<file path="src/rtl/mc_ctrl.sv">
`default_nettype none
// ============================================================================
// Module   : mc_ctrl
// Function : Multi-cycle FETCH/DECODE/EXE/MEM/WB sequencer for the MIPS datapath.
//            Optional macro MC_ILLEGAL_TRAP_EN: undefined instructions enter HALT.
// Revision : 1.0
// ============================================================================
module mc_ctrl #(
    parameter int MEM_TIMEOUT = 15
) (
    input  logic        clk,
    input  logic        reset,
    input  logic [31:0] instr,
    input  logic        br_take,
    input  logic        dm_ready,
    output logic        pc_we,
    output logic        ir_we,
    output logic        grf_we,
    output logic        dm_req,
    output logic        dm_we,
    output logic [2:0]  npc_sel,
    output logic        ext_op,
    output logic [1:0]  gwd_sel,
    output logic [1:0]  a3_sel,
    output logic [1:0]  srcb_sel,
    output logic [3:0]  alu_ctrl,
    output logic [2:0]  dm_sel,
    output logic [2:0]  state,
    output logic        instr_done,
    output logic [31:0] instret,
    output logic        mem_err
);

    typedef enum logic [2:0] {
        S_FETCH  = 3'd0,
        S_DECODE = 3'd1,
        S_EXE    = 3'd2,
        S_MEM    = 3'd3,
        S_WB     = 3'd4,
        S_HALT   = 3'd5
    } state_t;

    localparam int CNT_W = (MEM_TIMEOUT > 1) ? $clog2(MEM_TIMEOUT) : 1;
    localparam logic [CNT_W-1:0] c_CNT_LAST = CNT_W'((MEM_TIMEOUT > 0) ? (MEM_TIMEOUT - 1) : 0);

    localparam logic [5:0] c_OP_RTYPE = 6'h00;
    localparam logic [5:0] c_OP_J     = 6'h02;
    localparam logic [5:0] c_OP_JAL   = 6'h03;
    localparam logic [5:0] c_OP_BEQ   = 6'h04;
    localparam logic [5:0] c_OP_BGTZ  = 6'h07;
    localparam logic [5:0] c_OP_SLTI  = 6'h0A;
    localparam logic [5:0] c_OP_ORI   = 6'h0D;
    localparam logic [5:0] c_OP_LUI   = 6'h0F;
    localparam logic [5:0] c_OP_LB    = 6'h20;
    localparam logic [5:0] c_OP_LH    = 6'h21;
    localparam logic [5:0] c_OP_LW    = 6'h23;
    localparam logic [5:0] c_OP_LBU   = 6'h24;
    localparam logic [5:0] c_OP_LHU   = 6'h25;
    localparam logic [5:0] c_OP_SB    = 6'h28;
    localparam logic [5:0] c_OP_SH    = 6'h29;
    localparam logic [5:0] c_OP_SW    = 6'h2B;
    localparam logic [5:0] c_FN_SLL   = 6'h00;
    localparam logic [5:0] c_FN_JR    = 6'h08;
    localparam logic [5:0] c_FN_ADDU  = 6'h21;
    localparam logic [5:0] c_FN_SUBU  = 6'h23;

    state_t           r_state;
    state_t           w_state_nxt;
    logic [31:0]      r_instret;
    logic             r_mem_err;
    logic [CNT_W-1:0] r_to_cnt;

    logic [5:0] w_op;
    logic [5:0] w_funct;
    logic       w_unused_bits;
    logic       w_rtype, w_addu, w_subu, w_sll, w_jr;
    logic       w_ori, w_lui, w_slti, w_beq, w_bgtz, w_j, w_jal;
    logic       w_lw, w_lh, w_lhu, w_lb, w_lbu, w_sw, w_sh, w_sb;
    logic       w_load, w_store, w_branch, w_alu;
    logic       w_timeout;
    logic       w_pc_we, w_ir_we, w_grf_we, w_dm_req, w_dm_we, w_done;
    logic [2:0] w_npc_dec;

    assign w_op          = instr[31:26];
    assign w_funct       = instr[5:0];
    assign w_unused_bits = ^instr[25:6];

    assign w_rtype = (w_op == c_OP_RTYPE);
    assign w_addu  = w_rtype && (w_funct == c_FN_ADDU);
    assign w_subu  = w_rtype && (w_funct == c_FN_SUBU);
    assign w_sll   = w_rtype && (w_funct == c_FN_SLL);
    assign w_jr    = w_rtype && (w_funct == c_FN_JR);
    assign w_ori   = (w_op == c_OP_ORI);
    assign w_lui   = (w_op == c_OP_LUI);
    assign w_slti  = (w_op == c_OP_SLTI);
    assign w_beq   = (w_op == c_OP_BEQ);
    assign w_bgtz  = (w_op == c_OP_BGTZ);
    assign w_j     = (w_op == c_OP_J);
    assign w_jal   = (w_op == c_OP_JAL);
    assign w_lw    = (w_op == c_OP_LW);
    assign w_lh    = (w_op == c_OP_LH);
    assign w_lhu   = (w_op == c_OP_LHU);
    assign w_lb    = (w_op == c_OP_LB);
    assign w_lbu   = (w_op == c_OP_LBU);
    assign w_sw    = (w_op == c_OP_SW);
    assign w_sh    = (w_op == c_OP_SH);
    assign w_sb    = (w_op == c_OP_SB);

    assign w_load   = w_lw | w_lh | w_lhu | w_lb | w_lbu;
    assign w_store  = w_sw | w_sh | w_sb;
    assign w_branch = w_beq | w_bgtz;
    assign w_alu    = w_addu | w_subu | w_sll | w_ori | w_lui | w_slti;

    // Datapath selects depend only on the latched instruction.
    always_comb begin
        w_npc_dec = 3'd0;
        ext_op    = 1'b0;
        gwd_sel   = 2'd0;
        a3_sel    = 2'd0;
        srcb_sel  = 2'd0;
        alu_ctrl  = 4'd0;
        dm_sel    = 3'd0;
        if (w_beq)  w_npc_dec = 3'd1;
        if (w_j || w_jal) w_npc_dec = 3'd2;
        if (w_jr)   w_npc_dec = 3'd3;
        if (w_bgtz) w_npc_dec = 3'd4;
        if (w_slti || w_load || w_store) ext_op = 1'b1;
        if (w_load) gwd_sel = 2'd1;
        if (w_jal)  gwd_sel = 2'd2;
        if (w_ori || w_lui || w_slti || w_load) a3_sel = 2'd1;
        if (w_jal)  a3_sel = 2'd2;
        if (w_ori || w_lui || w_slti || w_load || w_store) srcb_sel = 2'd1;
        if (w_subu) alu_ctrl = 4'd1;
        if (w_ori)  alu_ctrl = 4'd2;
        if (w_beq)  alu_ctrl = 4'd3;
        if (w_lui)  alu_ctrl = 4'd4;
        if (w_sll)  alu_ctrl = 4'd5;
        if (w_slti) alu_ctrl = 4'd6;
        if (w_bgtz) alu_ctrl = 4'd9;
        if (w_lh || w_sh) dm_sel = 3'd1;
        if (w_lb || w_sb) dm_sel = 3'd2;
        if (w_lhu)  dm_sel = 3'd3;
        if (w_lbu)  dm_sel = 3'd4;
    end

    // The previous IR is still visible during FETCH, so force sequential PC there.
    assign npc_sel = (r_state == S_FETCH) ? 3'd0 : w_npc_dec;

    assign w_timeout = (MEM_TIMEOUT != 0) && (r_state == S_MEM) && !dm_ready
                       && (r_to_cnt == c_CNT_LAST);

    always_comb begin
        w_state_nxt = r_state;
        w_pc_we     = 1'b0;
        w_ir_we     = 1'b0;
        w_grf_we    = 1'b0;
        w_dm_req    = 1'b0;
        w_dm_we     = 1'b0;
        w_done      = 1'b0;
        case (r_state)
            S_FETCH: begin
                w_ir_we     = 1'b1;
                w_pc_we     = 1'b1;
                w_state_nxt = S_DECODE;
            end
            S_DECODE: begin
                if (w_j || w_jal) begin
                    w_pc_we     = 1'b1;
                    w_grf_we    = w_jal;
                    w_done      = 1'b1;
                    w_state_nxt = S_FETCH;
                end else if (w_jr) begin
                    w_pc_we     = 1'b1;
                    w_done      = 1'b1;
                    w_state_nxt = S_FETCH;
                end
`ifdef MC_ILLEGAL_TRAP_EN
                else if (!(w_alu || w_load || w_store || w_branch)) begin
                    w_state_nxt = S_HALT;
                end
`endif
                else begin
                    w_state_nxt = S_EXE;
                end
            end
            S_EXE: begin
                if (w_branch) begin
                    w_pc_we     = br_take;
                    w_done      = 1'b1;
                    w_state_nxt = S_FETCH;
                end else if (w_load || w_store) begin
                    w_state_nxt = S_MEM;
                end else begin
                    w_state_nxt = S_WB;
                end
            end
            S_MEM: begin
                w_dm_req = 1'b1;
                w_dm_we  = w_store;
                if (dm_ready) begin
                    w_done      = w_store;
                    w_state_nxt = w_store ? S_FETCH : S_WB;
                end else if (w_timeout) begin
                    w_done      = 1'b1;
                    w_state_nxt = S_FETCH;
                end
            end
            S_WB: begin
                // Undefined instructions reach WB as a NOP and never write the GRF.
                w_grf_we    = w_alu | w_load;
                w_done      = 1'b1;
                w_state_nxt = S_FETCH;
            end
            S_HALT: begin
                w_state_nxt = S_HALT;
            end
            default: begin
                w_state_nxt = S_FETCH;
            end
        endcase
    end

    always_ff @(posedge clk) begin
        if (!reset) begin
            r_state   <= S_FETCH;
            r_instret <= 32'd0;
            r_mem_err <= 1'b0;
            r_to_cnt  <= '0;
        end else begin
            r_state <= w_state_nxt;
            if (w_done) begin
                r_instret <= r_instret + 32'd1;
            end
            if (w_timeout) begin
                r_mem_err <= 1'b1;
            end
            if ((MEM_TIMEOUT != 0) && (r_state == S_MEM) && !dm_ready && !w_timeout) begin
                r_to_cnt <= r_to_cnt + 1'b1;
            end else begin
                r_to_cnt <= '0;
            end
        end
    end

    assign pc_we      = reset & w_pc_we;
    assign ir_we      = reset & w_ir_we;
    assign grf_we     = reset & w_grf_we;
    assign dm_req     = reset & w_dm_req;
    assign dm_we      = reset & w_dm_we;
    assign instr_done = reset & w_done;
    assign state      = r_state;
    assign instret    = r_instret;
    assign mem_err    = r_mem_err;

endmodule
`default_nettype wire

</file>
<file path="config.mk">
export PLATFORM = sky130hd
export DESIGN_NAME = mc_ctrl
export DESIGN_NICKNAME = d
export VERILOG_FILES = /design/src/rtl/mc_ctrl.sv
export SDC_FILE = /design/constraint.sdc
export NUM_CORES = 1
export LEC_CHECK = 0
export CAP_MARGIN = 30
export CORE_MARGIN = 2
export CORE_UTILIZATION = 30
export CTS_CLUSTER_DIAMETER = 200
export CTS_CLUSTER_SIZE = 30
export DETAILED_ROUTE_END_ITERATION = 12
export GPL_TIMING_DRIVEN = 0
export PLACE_DENSITY = 0.56
export SLEW_MARGIN = 15
export SYNTH_ARGS = -nofsm -noshare
export SYNTH_HDL_FRONTEND = slang
export SYNTH_SLANG_ARGS = --single-unit
</file>
<file path="constraint.sdc">
create_clock -name clk -period 2 [get_ports clk]
set_clock_uncertainty 0.05 [all_clocks]
set_input_delay 0.4 -clock clk [delete_from_list [all_inputs] [get_ports clk]]
set_output_delay 0.4 -clock clk [all_outputs]
set_load 0.1 [all_outputs]
</file>
==> impl_metrics.tcl, run 1 <==
set metrics [dict create \
    status "finished, violations left" \
    violations "negative setup slack" \
    first_global_vias 3060 \
    antenna_found_initial 0 \
    layout-drive-gt1-share 0.457 \
    synth_warnings 0 \
    cp_slowest_cell "nor4b_4" \
    slew_headroom 0.360 \
    postPlaceCellArea_um2 4150 \
    max_freq_mhz 435 \
    cts_buffers 5 \
    syn2layout_area_growth_pct 71.4 \
    power_frac_seq 0.378 \
    remaining_drc_errors 0 \
    routed_wl_um 9680 \
    synthCells 370 \
    drt_iter0_drc 99 \
    max_stage_delay_ns 0.35 \
    min-delay-start "instret[31]" \
    cp.depth 8 \
    viasPerCell 5.12 \
    clk_pin_slew_ns 0.08 \
    crit_chain "buf_6 > buf_6 > nor4b_4 > a31oi_4 > o22a_2 > buf_6 > a21oi_4 > buf_12" \
    comb_power_share 0.364 \
    cp-end-kind "output pin" \
    critPathArrivalTime_ns 1.85 \
    layout_common_cells "nand2_1 (42), buf_4 (32), nand2b_1 (30), mux2i_1 (30), nand3_1 (21)" \
    fin_crit_sh 1.15 \
    groute.usage.overall 0.187 \
    synth-main-ff-cell "dfxtp_1" \
    die_x_um 102 \
    r2r_cells 8 \
    grt_pass1_wl_um 15600 \
    place_congestion 0.814 \
    synthTopCellsByArea "dfxtp_1 (28%), mux2i_1 (10%), nand2b_1 (7.4%), nand2_1 (5.7%), a21oi_1 (5.5%)" \
    ff2ff_setup_slack_ns 0.07 \
    tightestPinTransition_ns 0.964 \
    wl_per_cell_um 15.9 \
    irDropWorstVdd_v 0.000222 \
    final_common_cell "nand2_1" \
    syn_area_per_cell_um2 7.80 \
    cts_root_buf "clkbuf_8" \
    htreeDepth 2 \
    rows 35 \
    critical-path-top-delay-family "compound AO/OA/AOI/OAI gates" \
    synth-seq-cells 40 \
    crit_type "in2out" \
    reg2reg_to "instret[17]" \
    grt_setup_unrepaired "yes" \
    num_vias 3126 \
    drv_cap 0 \
    finalSetupViolCount 14 \
    final_antenna_net_count 0 \
    leakage_nw 1.85 \
    crit_path_start "instr[30]" \
    synth_cell_types 56 \
    die_height_um 102 \
    syn_area_um2 2890 \
    globalRoute.totalOverflow 0 \
    crit_path_end "instr_done" \
    critPathRequiredTime_ns 1.55 \
    cts_sinks 40 \
    start_util 0.311 \
    grt_max_degree 13 \
    critical_path_buf_inv_count 4 \
    ioPinCount 95 \
    tns_ns -2.04 \
    hold_viol 0 \
    path_max_fanout 4 \
    dp_hpwl_um 6550 \
    switching_share 0.374 \
    drt-pass1-iter-count 4 \
    antenna_cells 0 \
    core_um2 9280 \
    crit_path_frequent_cell "buf_6" \
    rr_startpoint "state[1]" \
    slew_violations 0 \
    p_switching_w 0.000804 \
    finalInstanceArea_um2 4950 \
    startpoint_type "input port" \
    place_ws_ns -1.94 \
    whs_ns 0.427 \
    final_net_count 519 \
    cts_buffer_depth 2 \
    async_reset_ff_frac 0 \
    power.clock.fraction 0.257 \
    layout_setup_ws_ns -0.300 \
    p_int_w 0.00135 \
    syn_nets 409 \
    clock_latency_ns 0.30 \
    cellPowerDensity_nw_per_um2 435 \
    synth_edf_count 0 \
    period_needed_ns 2.30 \
    io_buffers 70 \
    hold_class "reg2reg" \
    tritoncts "done" \
    dieArea_um2 10400 \
    netlist.area_leader.share 0.277 \
    yosysTopAreaCell "dfxtp_1" \
    synth-seq-area-share 0.277 \
]
==> worst min path at each step <==
stage	to	cells past startpoint
2_1_floorplan	r_to_cnt[0]	1
3_3_place_gp	r_to_cnt[0]	1
3_5_place_dp	r_to_cnt[0]	1
4_1_cts	r_to_cnt[0]	1
5_1_grt	instret[31]	2
6_report	instret[31]	2
==> synthesized netlist by cell type (4+ instances only) <==
cell and n:
buf_4 7, a21oi_1 32, mux2i_1 30, nand4_1 11, a31oi_1 4, o21ai_0 5
nor2b_1 7, and3_1 9, and4_1 5, nor2_1 20, nand3_1 22, nor3b_1 4
buf_2 5, nor3_1 13, nand2_1 44, clkbuf_1 18, nand2b_1 34, a211oi_2 6
dfxtp_1 40
==> repair_timing <==
item	in CTS	in global routing
hold buffers	0	0
gates cloned	0	1
buffers inserted	28	8
pin swaps	29	15
setup endpoints to repair	90	72
resized for setup	312	81
==> cells by family after synthesis <==
group / after synthesis / share of synthesized area
fa+ha+maj: 3 / 0.0130
compound gates: 64 / 0.155
mux: 30 / 0.104
flops: 40 / 0.277
other cells: 1 / 0.00130
xor+xnor: 5 / 0.0152
simple gates: 189 / 0.371
buf+inv: 38 / 0.0633
==> per-layer routing <==
metal,GRT usage,vias to the layer above,share of wire
met5,0,-,0
met4,0.0369,0,0.012
met3,0.0267,15,0.043
met2,0.303,76,0.47
met1,0.267,1499,0.48
li1,-,1536,-
==> registers in the layout, summed over array words and instances, names as in the netlist <==
| register | cells |
|---|---|
| state | 3 |
| mem_err | 1 |
| instret | 32 |
| r_to_cnt | 4 |
==> final cells by class <==
cell class	instances	area, µm²
Fill cell	879	4340
Multi-Input combinational cell	292	2390
Timing Repair Buffer	104	1070
Sequential cell	40	870
Buffer	33	344
Tap cell	129	161
Clock buffer	7	76.3
Inverter	4	25.0
Clock inverter	1	8.76
==> power groups by stage <==
stage          registers [W]  clock network, W  logic (W)
2_1_floorplan       0.000901                 0   0.000417
3_3_place_gp        0.000831                 0   0.000628
3_5_place_dp        0.000831                 0   0.000628
4_1_cts             0.000812          0.000567   0.000736
5_1_grt             0.000817          0.000602   0.000823
6_report            0.000814          0.000554   0.000784
==> worst reg2reg max path, stage by stage, from the launching register on <==
cell and delay [ns]:
dfxtp_4 0.36, buf_8 0.11, nor2b_4 0.22, a31oi_4 0.11, o22a_2 0.26, buf_4 0.17
clkbuf_4 0.21, a21oi_1 0.18, mux2i_1 0.20
==> metrics by stage <==
| step | util | std cells | power (W) |
|---|---|---|---|
| after global routing | 0.533 | 610 | 0.00224 |
| after global placement | 0.447 | 569 | 0.00146 |
| after detailed placement | 0.447 | 569 | 0.00146 |
| after floorplan | - | 370 | 0.00132 |
| after CTS | 0.513 | 605 | 0.00212 |
| final | 0.533 | 610 | 0.00215 |
Power figures use the tool's default switching activity.
==> run 2: changes to the inputs <==
Settings changed: ABC_CLOCK_PERIOD_IN_PS set to 2000, CELL_PAD_IN_SITES_DETAIL_PLACEMENT set to 1, CELL_PAD_IN_SITES_GLOBAL_PLACEMENT set to 1, PLACE_DENSITY 0.56 to 0.75.
==> run 2 against run 1 <==
Net effect: the run still ends with negative setup slack left; first-iteration DRC count rose by 110%; global-route usage rose by 3.0 points; design area rose by 1.8%; die area did not move; routed wire length rose by 29%; largest cell class unchanged; sequential power barely moved; register-to-register slack got worse by 0.18 ns; worst setup slack got worse by 0.18 ns; clock power rose by 34%; via count rose by 6.8%; flip-flop and latch count did not move.
==> impl_metrics.tcl, run 2 (synthesized netlist as in run 1, its figures left out) <==
set metrics [dict create \
    clk_pin_slew_ns 0.09 \
    largest_reg_flops 32 \
    nFillCells 1075 \
    r2r_cells 8 \
    fin_cells 613 \
    grt_pass1_wl_um 17800 \
    reg2reg_to "instret[30]" \
    num_vias 3339 \
    final_antenna_net_count 0 \
    die_x_um 102 \
    status "finished, violations left" \
    rows 35 \
    grt_setup_unrepaired "yes" \
    fin_util 0.542 \
    dieArea_um2 10400 \
    clock_latency_ns 0.31 \
    min-delay-start "r_to_cnt[0]" \
    syn2layout_area_growth_pct 74.5 \
    wl_per_cell_um 20.3 \
    drv_cap 0 \
    path_max_fanout 4 \
    layout_common_cells "nand2_1 (41), buf_4 (31), nand2b_1 (30), mux2i_1 (30), nand3_1 (21)" \
    dp_hpwl_um 7370 \
    finalSetupViolCount 40 \
    die_height_um 102 \
    hold_viol 0 \
    tritoncts "done" \
    io_buffers 70 \
    startpoint_type "input port" \
    grt_max_degree 14 \
    fin_crit_sh 1.24 \
    place_congestion 0.818 \
    cellPowerDensity_nw_per_um2 474 \
    placed_cells_incl_taps 569 \
    globalRoute.totalOverflow 0 \
    rr_startpoint "state[1]" \
    layout-drive-gt1-share 0.473 \
    hold_class "reg2reg" \
    drt-pass1-iter-count 4 \
    antenna_cells 0 \
    core_um2 9280 \
    crit_chain "buf_6 > buf_6 > nor4b_4 > a31oi_4 > o22a_2 > buf_6 > a21oi_4 > buf_12" \
    htreeDepth 2 \
    cts_sinks 40 \
    ff2ff_setup_slack_ns -0.11 \
    violations "negative setup slack" \
    start_util 0.311 \
    final_net_count 522 \
    holdPathEnd "r_to_cnt[0]" \
    cts_buffers 5 \
    period_needed_ns 2.48 \
    hold_depth 1 \
    max_stage_delay_ns 0.45 \
    layout_setup_ws_ns -0.484 \
    leakage_nw 1.86 \
    cp-end-kind "output pin" \
    cts_root_buf "clkbuf_8" \
    routed_wl_um 12400 \
    cts-hold-fix-buffers 0 \
    slew_violations 0 \
    groute.usage.overall 0.217 \
    ioPinCount 95 \
    critPathArrivalTime_ns 2.03 \
    cp_slowest_cell "nor4b_4" \
    critical_path_buf_inv_count 4 \
    critPathRequiredTime_ns 1.55 \
    remaining_drc_errors 0 \
    critical-path-top-delay-family "compound AO/OA/AOI/OAI gates" \
    irDropWorstVdd_v 0.000271 \
    slew_headroom 0.356 \
    antenna_found_initial 0 \
    final_common_cell "nand2_1" \
    first_global_vias 3332 \
    drt_iter0_drc 206 \
    power.total_w 0.00239 \
    crit_path_frequent_cell "buf_6" \
    max_freq_mhz 403 \
    crit_type "in2out" \
    viasPerCell 5.45 \
    tightestPinTransition_ns 0.969 \
    cts_buffer_depth 2 \
]
==> run 2: changes by cell type in the layout (fill, tap and decap cells not counted), sizes merged <==
cell | previous run | this run
clkdlybuf4s15 | 17 | 18
buf | 78 | 81
clkbuf | 37 | 38
bufinv | 0 | 1
dlygate4sd2 | 11 | 8
==> run 2: worst max-delay path by stage <==
stage / start / end / depth (start not counted)
finish: instr[30] / instr_done / 8
global route: instr[30] / instr_done / 8
CTS: state[1] / instr_done / 7
detailed placement: instr[31] / instr_done / 7
global placement: instr[31] / instr_done / 7
floorplan: instr[31] / grf_we / 6
==> run 2: area by class of cell <==
class,instances,area [µm²],area share
timing repair buffer,109,1130,0.225
buffer,31,320,0.0636
tap,129,161,0.0320
inverter,4,23.8,0.00472
multi-input combinational,292,2410,0.479
sequential,40,868,0.172
clock buffer,6,82.6,0.0164
clock inverter,2,38.8,0.00770
==> run 2: what timing repair did <==
action                     4_1_cts  5_1_grt
pin swaps                       25       18
gates resized for setup        318       91
setup buffers                   26       14
setup endpoints to repair       90       70
gates cloned                     0        1
==> run 2: routing by layer <==
metal  track usage  vias to the layer above  share of wire  wire length, µm
met5             0                        -              0                0
met4        0.0585                        0          0.029              357
met3        0.0294                       30          0.039              491
met2         0.375                       96           0.50             6210
met1         0.286                     1670           0.43             5380
li1              -                     1543              -                -
==> run 2: power breakdown <==
group	switching, W	internal [W]
clock network	0.000336	0.000409
registers	0.0000202	0.000796
logic	0.000519	0.000307
==> run 2: worst reg2reg max path, delay by kind of cell (launching register included) <==
kind	cells	cell delay, ns
compound gates	3	0.68
buf+inv	3	0.48
flops	1	0.36
mux	1	0.23
simple gates	1	0.24
==> run 2: per-stage QoR <==
step	TNS (ns)	hold slack (ns)	setup slack (ns)	area (µm²)
4_1_cts	-2.13	0.399	-0.337	4780
3_5_place_dp	-54.21	0.417	-1.93	4150
2_1_floorplan	-7.27	0.380	-0.751	3290
6_report	-4.71	0.394	-0.484	5040
5_1_grt	-6.95	0.420	-0.519	5040
3_3_place_gp	-52.12	0.393	-1.93	4150
==> run 3: changes to the inputs <==
Settings changed: CORE_MARGIN 2 to 5.
==> run 3 against run 2 <==
Net effect: count of clock-buffer cells in the layout stayed put; register-to-register slack worse by 0.11 ns; first-iteration DRC count rose by 8.7%; non-clock buffer count up 14; largest cell class unchanged; flip-flop and latch count is the same; critical path depth unchanged; design area grew 1.6%; largest power group unchanged; combinational power is 5.6% higher; die area increased by 12%; the flow still finishes with violations (negative setup slack); global-route usage is 1.1 points lower; via count rose by 4.6%; highest routed layer unchanged; sequential power about the same; critical endpoint unchanged.
==> impl_metrics.tcl, run 3 (synthesized netlist as in run 1, its figures left out) <==
set metrics [dict create \
    power_frac_seq 0.365 \
    startpoint_type "input port" \
    switching_share 0.388 \
    postPlaceCellArea_um2 4150 \
    drt_iter0_drc 224 \
    ff2ff_setup_slack_ns -0.22 \
    p_int_w 0.00137 \
    finalInstanceArea_um2 5120 \
    die_x_um 108 \
    final_common_cell "buf_4" \
    critical_path_buf_inv_count 4 \
    top_usage_layer "met2" \
    globalRoute.totalOverflow 0 \
    first_global_vias 3528 \
    antenna_cells 0 \
    place_congestion 0.843 \
    path_max_fanout 7 \
    final_antenna_net_count 0 \
    tns_ns -7.23 \
    remaining_drc_errors 0 \
    period_needed_ns 2.49 \
    ioPinCount 95 \
    crit_type "in2out" \
    start_util 0.309 \
    dp_hpwl_um 7450 \
    r2r_cells 9 \
    fin_crit_sh 1.25 \
    grt_setup_unrepaired "yes" \
    comb_power_share 0.391 \
    hold_class "reg2reg" \
    drt-pass1-iter-count 4 \
    grt_max_degree 12 \
    crit_chain "buf_8 > buf_8 > nor4b_4 > a31oi_2 > o22a_2 > buf_6 > a21oi_4 > buf_12" \
    max_freq_mhz 401 \
    clk_pin_slew_ns 0.08 \
    cts_buffer_depth 2 \
    wl_per_cell_um 22.4 \
    critical-path-top-delay-family "compound AO/OA/AOI/OAI gates" \
    violations "negative setup slack" \
    antenna_found_initial 0 \
    power.clock.fraction 0.243 \
    final_net_count 536 \
    status "finished, violations left" \
    critPathArrivalTime_ns 2.04 \
    syn2layout_area_growth_pct 77.3 \
    slew_violations 0 \
    cts-hold-fix-buffers 0 \
    cp.depth 8 \
    cp-end-kind "output pin" \
    dieArea_um2 11700 \
    clock_latency_ns 0.30 \
    rows 35 \
    layout-drive-gt1-share 0.473 \
    layout_common_cells "buf_4 (44), nand2_1 (42), nand2b_1 (30)" \
    grtUsageMet1 0.257 \
    tightestPinTransition_ns 0.985 \
    cp_slowest_cell "nor4b_4" \
    hold_viol 0 \
    max_stage_delay_ns 0.40 \
    viasPerCell 5.58 \
    critPathRequiredTime_ns 1.55 \
    whs_ns 0.393 \
    fin_util 0.549 \
    met2_usage 0.365 \
    p_switching_w 0.000865 \
    io_buffers 70 \
    die_height_um 108 \
    groute.usage.overall 0.207 \
    tritoncts "done" \
    num_vias 3494 \
    drv_cap 0 \
    crit_path_frequent_cell "buf_8" \
    routed_wl_um 14000 \
    leakage_nw 1.92 \
    irDropWorstVdd_v 0.000268 \
    largest_reg_flops 32 \
    cts_buffers 5 \
    cellPowerDensity_nw_per_um2 436 \
    grt_pass1_wl_um 19000 \
    htreeDepth 2 \
    layout_setup_ws_ns -0.493 \
    cts_root_buf "clkbuf_8" \
    grt_util_met3 0.0299 \
    slew_headroom 0.346 \
    finalSetupViolCount 45 \
    hold_depth 1 \
    cts_sinks 40 \
    core_um2 9330 \
]
-- run 3: cell count changes in the layout (fill, tap and decap cells not counted), moves of 2 or more --
cell             change
a21oi_2              +3
o21ai_1              +2
clkbuf_2             -4
a211oi_2             +2
nor2_1               +2
a21oi_1              -4
buf_4               +13
buf_8                -3
clkbuf_16            +2
clkdlybuf4s15_1      +4
clkdlybuf4s15_2      -2
-- run 3: worst paths after layout --
kind | from | endpoint
setup / recovery | instr[30] | instr_done
hold / removal | r_to_cnt[0] | r_to_cnt[0]
setup reg to reg | state[1] | instret[24]
hold reg to reg | r_to_cnt[0] | r_to_cnt[0]
-- run 3: through the flow --
step / power [W] / instances / setup WS, ns
5_1_grt: 0.00230 / 626 / -0.525
4_1_cts: 0.00211 / 610 / -0.320
2_1_floorplan: 0.00132 / 370 / -0.751
3_5_place_dp: 0.00147 / 569 / -1.95
6_report: 0.00223 / 626 / -0.493
3_3_place_gp: 0.00146 / 569 / -1.92
-- run 3: power by group through the flow --
stage          clock, W  sequential (W)  combinational, W
4_1_cts        0.000542        0.000813          0.000756
2_1_floorplan         0        0.000901          0.000417
3_5_place_dp          0        0.000832          0.000638
3_3_place_gp          0        0.000831          0.000628
5_1_grt        0.000578        0.000818          0.000902
6_report       0.000543        0.000815          0.000873
-- run 3: per-layer routing --
metal,vias up,part of all wire
li1,1569,-
met1,1713,0.40
met2,160,0.50
met3,52,0.061
met4,0,0.043
met5,-,0
-- run 3: final cells by class --
cell class,instances,area [µm²]
well taps,129,161
multi-input cells,292,2410
plain buffers,34,373
flip-flops and latches,40,868
repair buffers,120,1210
fillers,1042,4210
inverters,4,22.5
clock inverters,1,5.00
clock buffers,6,72.6
-- run 3: what timing repair did --
| item | CTS | global route |
|---|---|---|
| resized for setup | 309 | 97 |
| pin swaps | 25 | 22 |
| endpoints found under the setup margin | 90 | 72 |
| gates cloned | 1 | 1 |
| buffers inserted | 33 | 17 |
| endpoints found under the hold margin | 0 | 0 |
